File: src/rtl/pipe_skid_stage_pkg.sv
// pipe_skid_stage_pkg: shared NOP encoding and skid-stage occupancy states
package rv32i_types;
   localparam logic [31:0] NOP_INSN = 32'h0000_0013;
endpackage

package pipe_skid_stage_pkg;
   typedef enum logic [1:0] {
      S_EMPTY = 2'd0,
      S_ONE   = 2'd1,
      S_FULL  = 2'd2
   } occ_e;
endpackage

File: src/rtl/pipe_skid_stage_if.sv
// pipe_skid_stage_if: upstream/downstream handshake bundle for the skid stage
interface pipe_skid_stage_if #(
   parameter int WIDTH = 32
) ();
   logic             flush;
   logic             in_valid;
   logic [WIDTH-1:0] in_data;
   logic             in_ready;
   logic             out_valid;
   logic [WIDTH-1:0] out_data;
   logic             out_ready;
   logic [1:0]       count;
   modport master (
      output flush, in_valid, in_data, out_ready,
      input  in_ready, out_valid, out_data, count
   );
   modport slave (
      input  flush, in_valid, in_data, out_ready,
      output in_ready, out_valid, out_data, count
   );
endinterface

File: src/rtl/pipe_skid_stage.sv
// pipe_skid_stage: two-entry skid buffer between pipeline stages with flush/bubble support
module pipe_skid_stage
   import rv32i_types::*;
   import pipe_skid_stage_pkg::*;
#(
   parameter int               WIDTH      = 32,
   parameter logic [WIDTH-1:0] BUBBLE     = WIDTH'(NOP_INSN),
   parameter int               FLUSH_MODE = 0
) (
   input logic              clk,
   input logic              rst_n,
   pipe_skid_stage_if.slave bus
);
   occ_e             r_state;
   occ_e             w_state_nxt;
   logic [WIDTH-1:0] r_slot0;
   logic [WIDTH-1:0] r_slot1;
   logic [WIDTH-1:0] w_slot0_nxt;
   logic [WIDTH-1:0] w_slot1_nxt;
   logic             w_push;
   logic             w_pop;
   // Handshake outputs depend only on registered occupancy; unused slots always hold BUBBLE
   assign bus.in_ready  = (r_state != S_FULL);
   assign bus.out_valid = (r_state != S_EMPTY);
   assign bus.out_data  = r_slot0;
   assign bus.count     = r_state;
   assign w_push        = bus.in_valid & bus.in_ready;
   assign w_pop         = bus.out_valid & bus.out_ready;
   // State and payload registers; reset empties the stage and refills both slots with BUBBLE
   always_ff @(posedge clk) begin
      if (!rst_n) begin
         r_state <= S_EMPTY;
         r_slot0 <= BUBBLE;
         r_slot1 <= BUBBLE;
      end else begin
         r_state <= w_state_nxt;
         r_slot0 <= w_slot0_nxt;
         r_slot1 <= w_slot1_nxt;
      end
   end
   // Next occupancy/payload: FIFO push/pop first, then flush drops or bubbles what remains
   always_comb begin
      w_state_nxt = r_state;
      w_slot0_nxt = r_slot0;
      w_slot1_nxt = r_slot1;
      case (r_state)
         S_EMPTY: begin
            if (w_push) begin
               w_state_nxt = S_ONE;
               w_slot0_nxt = bus.in_data;
            end
         end
         S_ONE: begin
            if (w_push && w_pop) begin
               w_slot0_nxt = bus.in_data;
            end else if (w_push) begin
               w_state_nxt = S_FULL;
               w_slot1_nxt = bus.in_data;
            end else if (w_pop) begin
               w_state_nxt = S_EMPTY;
               w_slot0_nxt = BUBBLE;
            end
         end
         S_FULL: begin
            if (w_pop) begin
               w_state_nxt = S_ONE;
               w_slot0_nxt = r_slot1;
               w_slot1_nxt = BUBBLE;
            end
         end
         default: begin
            w_state_nxt = S_EMPTY;
            w_slot0_nxt = BUBBLE;
            w_slot1_nxt = BUBBLE;
         end
      endcase
      if (bus.flush) begin
         w_slot0_nxt = BUBBLE;
         w_slot1_nxt = BUBBLE;
         if (FLUSH_MODE == 0) w_state_nxt = S_EMPTY;
      end
   end
endmodule

File: src/flat_wrapper.sv
// flat-port wrapper written by rule: the top's interface ports become plain ports
module pipe_skid_stage_flat import rv32i_types::*; import pipe_skid_stage_pkg::*;
#(
   parameter int               WIDTH      = 32,
   parameter logic [WIDTH-1:0] BUBBLE     = WIDTH'(NOP_INSN),
   parameter int               FLUSH_MODE = 0
)
  (clk, rst_n, bus_flush, bus_in_valid, bus_in_data, bus_out_ready, bus_in_ready, bus_out_valid, bus_out_data, bus_count);
  pipe_skid_stage_if #(.WIDTH(WIDTH)) bus_i ();
  input logic clk;
  input logic rst_n;
  input wire logic [$bits(bus_i.flush)-1:0] bus_flush;
  input wire logic [$bits(bus_i.in_valid)-1:0] bus_in_valid;
  input wire logic [$bits(bus_i.in_data)-1:0] bus_in_data;
  input wire logic [$bits(bus_i.out_ready)-1:0] bus_out_ready;
  output wire logic [$bits(bus_i.in_ready)-1:0] bus_in_ready;
  output wire logic [$bits(bus_i.out_valid)-1:0] bus_out_valid;
  output wire logic [$bits(bus_i.out_data)-1:0] bus_out_data;
  output wire logic [$bits(bus_i.count)-1:0] bus_count;
  assign bus_i.flush = bus_flush;
  assign bus_i.in_valid = bus_in_valid;
  assign bus_i.in_data = bus_in_data;
  assign bus_i.out_ready = bus_out_ready;
  assign bus_in_ready = bus_i.in_ready;
  assign bus_out_valid = bus_i.out_valid;
  assign bus_out_data = bus_i.out_data;
  assign bus_count = bus_i.count;
  pipe_skid_stage #(.WIDTH(WIDTH), .BUBBLE(BUBBLE), .FLUSH_MODE(FLUSH_MODE)) u_core (.clk(clk), .rst_n(rst_n), .bus(bus_i));
endmodule
File: config.mk
export PLATFORM = sky130hd
export DESIGN_NAME = pipe_skid_stage_flat
export DESIGN_NICKNAME = d
export VERILOG_FILES = /design/src/rtl/pipe_skid_stage_pkg.sv /design/src/rtl/pipe_skid_stage_if.sv /design/src/rtl/pipe_skid_stage.sv /design/src/flat_wrapper.sv
export SDC_FILE = /design/constraint.sdc
export NUM_CORES = 1
export LEC_CHECK = 0
export CAP_MARGIN = 15
export CORE_ASPECT_RATIO = 0.5
export CORE_MARGIN = 3
export CORE_UTILIZATION = 25
export CTS_CLUSTER_SIZE = 12
export DETAILED_ROUTE_END_ITERATION = 7
export PLACE_DENSITY = 0.47
export SYNTH_ARGS = -nofsm -noshare
export SYNTH_HDL_FRONTEND = slang
export SYNTH_SLANG_ARGS = --single-unit
File: constraint.sdc
create_clock -name clk -period 1.78 [get_ports clk]
set_input_delay 0.178 -clock clk [delete_from_list [all_inputs] [get_ports clk]]
set_output_delay 0.178 -clock clk [all_outputs]
set_load 0.005 [all_outputs]
======== Word level (Yosys, flattened, before mapping) ========
Cells that the tools add are included.
cells by class
  equal/unequal tests ..................... 10
  mux-type cells .......................... 14
  bitwise logic cells ..................... 4
  reductions and logical operators ........ 7
operators by type and width
  operator                                               count
  2-to-1 mux 32 bit                                      6
  one-hot mux 32 bit (3 select lines)                    2
  AND reduction 4 bit                                    3
  2-to-1 mux 2 bit                                       5
  inequality test 2 x 1 -> 1 bit, second input constant  3
  inequality test 3 x 1 -> 1 bit, second input constant  2
  one-hot mux 2 bit (3 select lines)                     1
  inequality test 2 bit, second input constant           2
  inequality test 3 bit, second input constant           1
  AND 1 bit                                              2
  == test 2 x 1 -> 1 bit, second input constant          1
  == test 2 bit, second input constant                   1
  logical NOT 2 bit                                      1
  inverter 1 bit                                         2
  nonzero test 2 bit                                     1
  OR reduction 2 bit                                     1
  logical AND 1 bit                                      1
storage, ports and cells
  output and inout port bits .............. 36
  register bits after elaboration ......... 66

======== Logic depth before layout (Yosys ltp) ========
Gate-level depths: netlist of run 1.
  word-level depth ........................ 6
  gate-level depth with buffers ........... 7

======== Least setup slack after synthesis of run 1 ========
OpenSTA, ideal clock, no wires.
  path type ............................... register to register
  start point ............................. register u_core.r_state[1], in the netlist u_core.bus.count[1]
  end point ............................... register u_core.r_slot0[10], in the netlist u_core.bus.out_data[10]
  arrival ................................. 1337 ps
  slack ................................... 317 ps
  path buffers ............................ 3
  setup time .............................. 125 ps
  cell stages (with the launch flop) ...... 7
  cells stage by stage .................... dfxtp_1 > buf_2 > o31a_1 > and2_1 > buf_6 > buf_6 > o2bb2ai_1
between the ends
  word-level cells in the longest chain between the ends .. 5
  elaborated cells between the ends (all ways) .. 15
  those cells by class .................... eq/ne: 7; mux: 2; bitwise: 2; reduce/logical: 4
RTL lines
  what                                                                                         RTL line                                      source
  from (decl)                                                                                  pipe_skid_stage.sv:14                         occ_e r_state;
  from (signal assigned)                                                                       pipe_skid_stage.sv:36                         r_state <= w_state_nxt;
  inequality test 2 bit / nonzero test 2 bit (equally long branches)                           pipe_skid_stage.sv:23, pipe_skid_stage.sv:24
  AND 1 bit (on tied branches)                                                                 pipe_skid_stage.sv:27, pipe_skid_stage.sv:28
  logical AND 1 bit                                                                            pipe_skid_stage.sv:54                         if (w_push && w_pop) begin
  inequality test 3 bit (no line), or another cell as far along                                -
  AND reduction 4 bit (no line) / one-hot mux 32 bit (3 select lines) (equally long branches)  -
  to (signal assigned)                                                                         pipe_skid_stage.sv:37                         r_slot0 <= w_slot0_nxt;
  to (decl)                                                                                    pipe_skid_stage.sv:16                         logic [WIDTH-1:0] r_slot0;
Parallel ways exist; a longest one is shown, timed or not.
A chain may end at the register's enable or synchronous reset.

======== Final worst setup path of run 1 ========
  start point ............................. register u_core.r_state[0], in the netlist u_core.bus.count[0]
  end point ............................... output port bus_in_ready
between the ends
  word-level cells in the longest chain between the ends .. 1
RTL lines
  what                   RTL line               source
  inequality test 2 bit  pipe_skid_stage.sv:23  assign bus.in_ready = (r_state != S_FULL);
  to (decl)              flat_wrapper.sv:16     output wire logic [$bits(bus_i.in_ready)-1:0] bus_in_ready;
No other way between the ends.

==> results.md, run 1 <==
- Status: finished clean
- Width of the die: approximately 160 um
- Sequential cell area fraction in the yosys report: between 40% and 50%
- Core Box Area: 10,600 um2
- Skew final: roughly 3.9 ps
- Area grow syn2layout: 44.3%
- Worst-Skew Late Latency: approximately 320 ps
- Fmax: just under 600 MHz
- Syn nets: about 330
- Unrepaired setup endpoints after global routing: false
- CP bufs+invs: 2
- Hold Startpoint: u_core.bus.out_data[1]$_SDFFE_PP1P_
- Final setup vio count: 0
- Flops & latches, synth: 66
- Cell chain of the critical path: buf_4 -> nand2b_4 -> clkdlybuf4s50_1
- Combinational share of power: 12.0%
- R2R Setup Slk: 290 ps
- Nets@finish: between 400 and 500
- CP endpoint kind: primary output
- Initial antenna violation count: 0
- Port Buffers: 72
- Synth Flop Type: dfxtp_1
- Mean Syn Cell Area: 9.74 um2
- Total track usage: about an eighth
- DPL Wire Length: 5390 um
- Post-route insts no fill: between 500 and 600
- Worst Hold Endpoint: u_core.bus.out_data[1]$_SDFFE_PP1P_
- Vias per Instance: between 4 and 5
- Vias in the first global route: around 2,400
- Dpl cells: roughly 500
- Synth top area share: between 40% and 50%
- Yosys warning count: 0
- Routability cong.: roughly 0.7
- Final WL: 7540 um
- H-Tree Depth: 3
- Top delay family on crit path: buffers and inverters
- Leakage: 1.44 nW
- Worst-Margin Slew: ~380 ps
- Min Tclk post-route: 1690 ps
- Post-Route Setup TNS: 0 ps
- Die area: ~13,000 um2
- Synth Cell Area: ~2800 um2
- Synth area leader: dfxtp_1
- Largest net degree at the start of global routing: 28
- Total grt overflow: 0
- Maximum VDD drop: between 0.0004 and 0.0005 V
- Switching share of power: a little under a quarter
- IO Pins: 73
- Critical Path Start: u_core.bus.count[0]$_SDFFE_PP0P_
- CTS Buf Count: 9
- First-pass GRT wire length: 12,200 um
- CP max FO: 12
- CTS tree: built
- Critical R2R Capture: u_core.bus.out_data[10]$_SDFFE_PP0P_
- P_int: 2.71 mW
- Reg power frac: 43.5%
- Sinks on Clock Net: 66
- Row count: 26
- Slew headroom: roughly 74%
- Layout cells sized above 1: a little under an eighth
- Routed Antenna Nets: 0
- Initial Utilization: 26.7%
- Clock Tree Buf Depth: 2
- Vias: 2,394
- Most instantiated cells after synthesis: dfxtp_1, mux2i_1, nor2_1
- FFs w/ async S/R, synth: 0%
- Unique masters post-synth: 24
- Reg clk slew, reported paths: around 50 ps
- Iteration-0 DRC Markers: 86
- Clock root buffer: clkbuf_16
- CP startpoint kind: flop
- TritonRoute pass-1 iters: 4
- CP required: around 1600 ps
- Synth Instances: 291
- WP data arrival: between 1500 and 2000 ps
- Hold Vio Cnt, Final: 0
- Crit path largest cell delay: roughly 500 ps
- Count leader, synth: dfxtp_1
- R2R Path Start: u_core.bus.count[0]$_SDFFE_PP0P_
- Max cap viols: 0
- Crit path kind: flop to primary output
- Synth area leaders: dfxtp_1, mux2i_1, o2bb2ai_1
- Min-Delay Path Depth: 2
- Clk pwr share: between 40 and 50%
- N_diodes: 0
- Final Cycle Share: around 95%
- CP max-delay cell: clkdlybuf4s50_1
- Die height: between 80 and 90 um
- Net Switching: approximately 800 uW
- DRC Markers: 0
- R2R cell count: 5
- Max-slew violations: 0
- Drt wl/cell: ~15 um
- Pwr dens: 858 nW/um2
- Post-synth EDFFs: 0
- HP Class: flop to flop
-- flip-flops by register name, summed over array words and instances (netlist names) --
| name | cells |
|---|---|
| u_core.bus.out_data | 32 |
| u_core.r_slot1 | 32 |
| u_core.bus.count | 2 |
-- worst register-to-register path, delay by kind of cell (launching register included) --
kind | cells | cell delay, ps
AOI/OAI and AO/OA | 2 | 440
buffers and inverters | 1 | 200
DFF | 1 | 380
and+or+nand+nor | 2 | 340
-- kinds of logic (layout without fill, tap and decap cells) --
logic type | count (synthesis) | in the layout | synth area share, %
AND/OR/NAND/NOR | 93 | 93 | 16.6
AO/OA/AOI/OAI | 70 | 70 | 19.6
flip-flops | 66 | 66 | 46.6
multiplexers | 33 | 33 | 11.7
buffers and inverters | 29 | 109 | 5.47
-- metrics by stage --
step,power [mW],hold WS (ps),instance area [um2],utilization [%],setup slack [ps]
5_1_grt,3.66,478,4090,38.6,8.02
3_5_place_dp,1.99,449,3810,36.0,10.4
6_report,3.51,458,4090,38.6,93.7
3_3_place_gp,1.98,444,3810,36.0,13.1
2_1_floorplan,1.75,299,2840,-,317
4_1_cts,3.56,465,4090,38.5,63.3
-- power groups by stage --
stage | Combinational [mW] | Sequential (mW) | Clock (mW)
2_1_floorplan | 0.193 | 1.56 | 0
3_3_place_gp | 0.420 | 1.56 | 0
3_5_place_dp | 0.426 | 1.56 | 0
4_1_cts | 0.429 | 1.53 | 1.61
5_1_grt | 0.458 | 1.53 | 1.68
6_report | 0.421 | 1.53 | 1.56
-- cell usage in the layout, fill, tap and decap left out, types with 5 or more instances in the layout --
master,netlist,routed
and2_1,30,30
nor2_1,33,32
clkdlybuf4s50_1,0,72
o2bb2ai_1,29,29
mux2i_1,33,33
buf_12,0,5
clkbuf_16,0,9
nand2_1,10,10
nand2b_1,8,6
dfxtp_1,66,64
a22oi_1,29,29
buf_4,6,16
-- routing by layer --
metal  wire [um]  GRT usage, %
met1        3530          14.5
met4          91          4.10
met5           0             0
met2        3610          21.2
met3         318          3.73
-- what timing repair did --
item / in CTS / in global routing
buffers inserted: 0 / 0
gates resized for setup: 4 / 1
setup endpoints to repair: 3 / 1
gates cloned: 0 / 0
hold buffers: 0 / 0
-- worst max-delay path by stage --
stage               slack, ps  cells past startpoint                              endpoint
finish                     90                      3                          bus_in_ready
detailed placement         10                      6  u_core.bus.out_data[28]$_SDFFE_PP0P_
floorplan                 320                      6  u_core.bus.out_data[10]$_SDFFE_PP0P_
global route                8                      3                         bus_out_valid
global placement           10                      6  u_core.bus.out_data[12]$_SDFFE_PP0P_
CTS                        60                      3                          bus_in_ready
-- layout make-up --
class,count,area [um2]
clock buffer,11,243
clock inverter,3,17.5
fill,1049,6520
tap,140,175
inverter,2,7.51
sequential,66,1330
timing repair buffer,93,941
multi-input combinational,196,1380
Note: power is estimated with default switching activity, not from simulation.
==> run 2, diff against run 1 <==
- CORE_ASPECT_RATIO: 0.5 -> 0.9
==> results.md, run 2 (synthesized netlist as in run 1, its figures left out) <==
- Skew final: approximately 6.4 ps
- Area after DPL: approximately 3900 um2
- Final WL: 7790 um
- Min Tclk post-route: approximately 1700 ps
- CP required: around 1600 ps
- Post-route insts no fill: between 500 and 600
- TritonRoute pass-1 iters: 4
- Total track usage: between 10% and 20%
- Critical Path Start: u_core.bus.count[0]$_SDFFE_PP0P_
- Row count: 36
- Width of the die: between 100 and 150 um
- Slew headroom: around 75%
- Status: finished clean
- Initial Utilization: 25.9%
- Largest net degree at the start of global routing: 26
- CP max FO: 9
- Maximum VDD drop: approximately 0.00045 V
- Fin area: approximately 4200 um2
- Vias: about 2,400
- Final hold slack: ~460 ps
- Crit path kind: flop to primary output
- Drt wl/cell: roughly 15 um
- Die area: 12,700 um2
- R2R Path Start: u_core.bus.count[0]$_SDFFE_PP0P_
- CTS Buf Count: 9
- Fmax: between 600 and 700 MHz
- Clock root buffer: clkbuf_16
- Most frequent cells in the layout: clkdlybuf4s50_1, dfxtp_1, mux2i_1, nor2_1, and2_1
- Unrepaired setup endpoints after global routing: false
- Vias per Instance: between 4 and 5
- Worst setup path endpoint: bus_out_valid
- CP startpoint kind: flop
- R2R Setup Slk: 330 ps
- Hold Vio Cnt, Final: 0
- Post-cts resize count: 3
- Nets@finish: 408
- Iteration-0 DRC Markers: 97
- Fillers: 1,101
- IO Pins: 73
- Routed Antenna Nets: 0
- Reg clk slew, reported paths: roughly 50 ps
- Max-slew violations: 0
- Total grt overflow: 0
- Pwr dens: just over 900 nW/um2
- # hold bufs at CTS: 0
- Post-Route Setup TNS: 0 ps
- CP endpoint kind: primary output
- Hold Startpoint: u_core.bus.out_data[1]$_SDFFE_PP1P_
- Layout cells sized above 1: between 10% and 20%
- Final Cycle Share: 93.4%
- Worst-Margin Slew: 373 ps
- DPL Wire Length: a little over 5000 um
- Clock Tree Buf Depth: 2
- Leakage: 1.49 nW
- Final setup vio count: 0
- HP Class: flop to flop
- R2R cell count: 5
- N_diodes: 0
- Vias in the first global route: between 2,000 and 2,500
- Area grow syn2layout: 48.8%
- Sinks on Clock Net: 66
- DRC Markers: 0
- Port Buffers: 72
- Initial antenna violation count: 0
- Leading cell type in the layout, fill and taps excluded: clkdlybuf4s50_1
- Routability cong.: 0.752
- H-Tree Depth: 3
- Worst-Skew Late Latency: approximately 320 ps
- First-pass GRT wire length: around 13,000 um
- Core Box Area: roughly 11,000 um2
- Max cap viols: 0
- CTS tree: built
- Dpl cells: roughly 510
- Critical R2R Capture: u_core.bus.out_data[20]$_SDFFE_PP0P_
- WP data arrival: ~1500 ps
- # Post-CTS Setup Buffers: 0
- Die height: between 100 and 150 um
==> run 2: cell count changes in the layout (fill, tap and decap cells not counted), sizes merged <==
| cell | change |
|---|---|
| buf | +3 |
| bufinv | +2 |
==> run 2: cell type report <==
class	count	area [um2]	share of cell area, %
clock buffer	11	243	5.75
multi-input combinational	196	1390	32.8
sequential	66	1320	31.4
clock inverter	5	77.6	1.84
timing repair buffer	96	992	23.5
tap	152	190	4.51
inverter	2	7.51	0.178
==> run 2: routing by layer <==
| layer | vias up | wire length, um | global-route usage [%] |
|---|---|---|---|
| li1 | 1199 | - | - |
| met1 | 1116 | 3700 | 16.9 |
| met2 | 55 | 3550 | 19.6 |
| met3 | 8 | 464 | 4.54 |
| met4 | 0 | 78 | 4.02 |
| met5 | - | 0 | 0 |
==> run 2: through the flow <==
step	util (%)	setup slack (ps)	total power, mW
floorplan	-	317	1.75
global placement	35.4	69.0	2.00
detailed placement	35.4	71.0	1.99
CTS	38.4	46.3	3.93
global route	38.5	24.6	4.01
finish	38.5	117	3.86
==> run 2: worst min path at each step <==
stage,endpoint,cells past startpoint
global placement,u_core.bus.out_data[1]$_SDFFE_PP1P_,2
floorplan,u_core.r_slot1[0]$_SDFFE_PP1P_,2
global route,u_core.bus.out_data[14]$_SDFFE_PP0P_,1
detailed placement,u_core.bus.out_data[2]$_SDFFE_PP0P_,1
finish,u_core.bus.out_data[1]$_SDFFE_PP1P_,2
CTS,u_core.bus.out_data[19]$_SDFFE_PP0P_,1
==> run 2: power breakdown <==
part / total [mW] / switching, mW / internal, mW
Clock: 1.89 / 0.636 / 1.26
Combinational: 0.434 / 0.183 / 0.252
Sequential: 1.53 / 0.0193 / 1.51
==> run 2: worst max-delay path, stage by stage, from the launching register on <==
cell and delay, ps:
dfxtp_2 410, buf_6 160, nor2_4 50, inv_1 60, clkdlybuf4s50_1 490
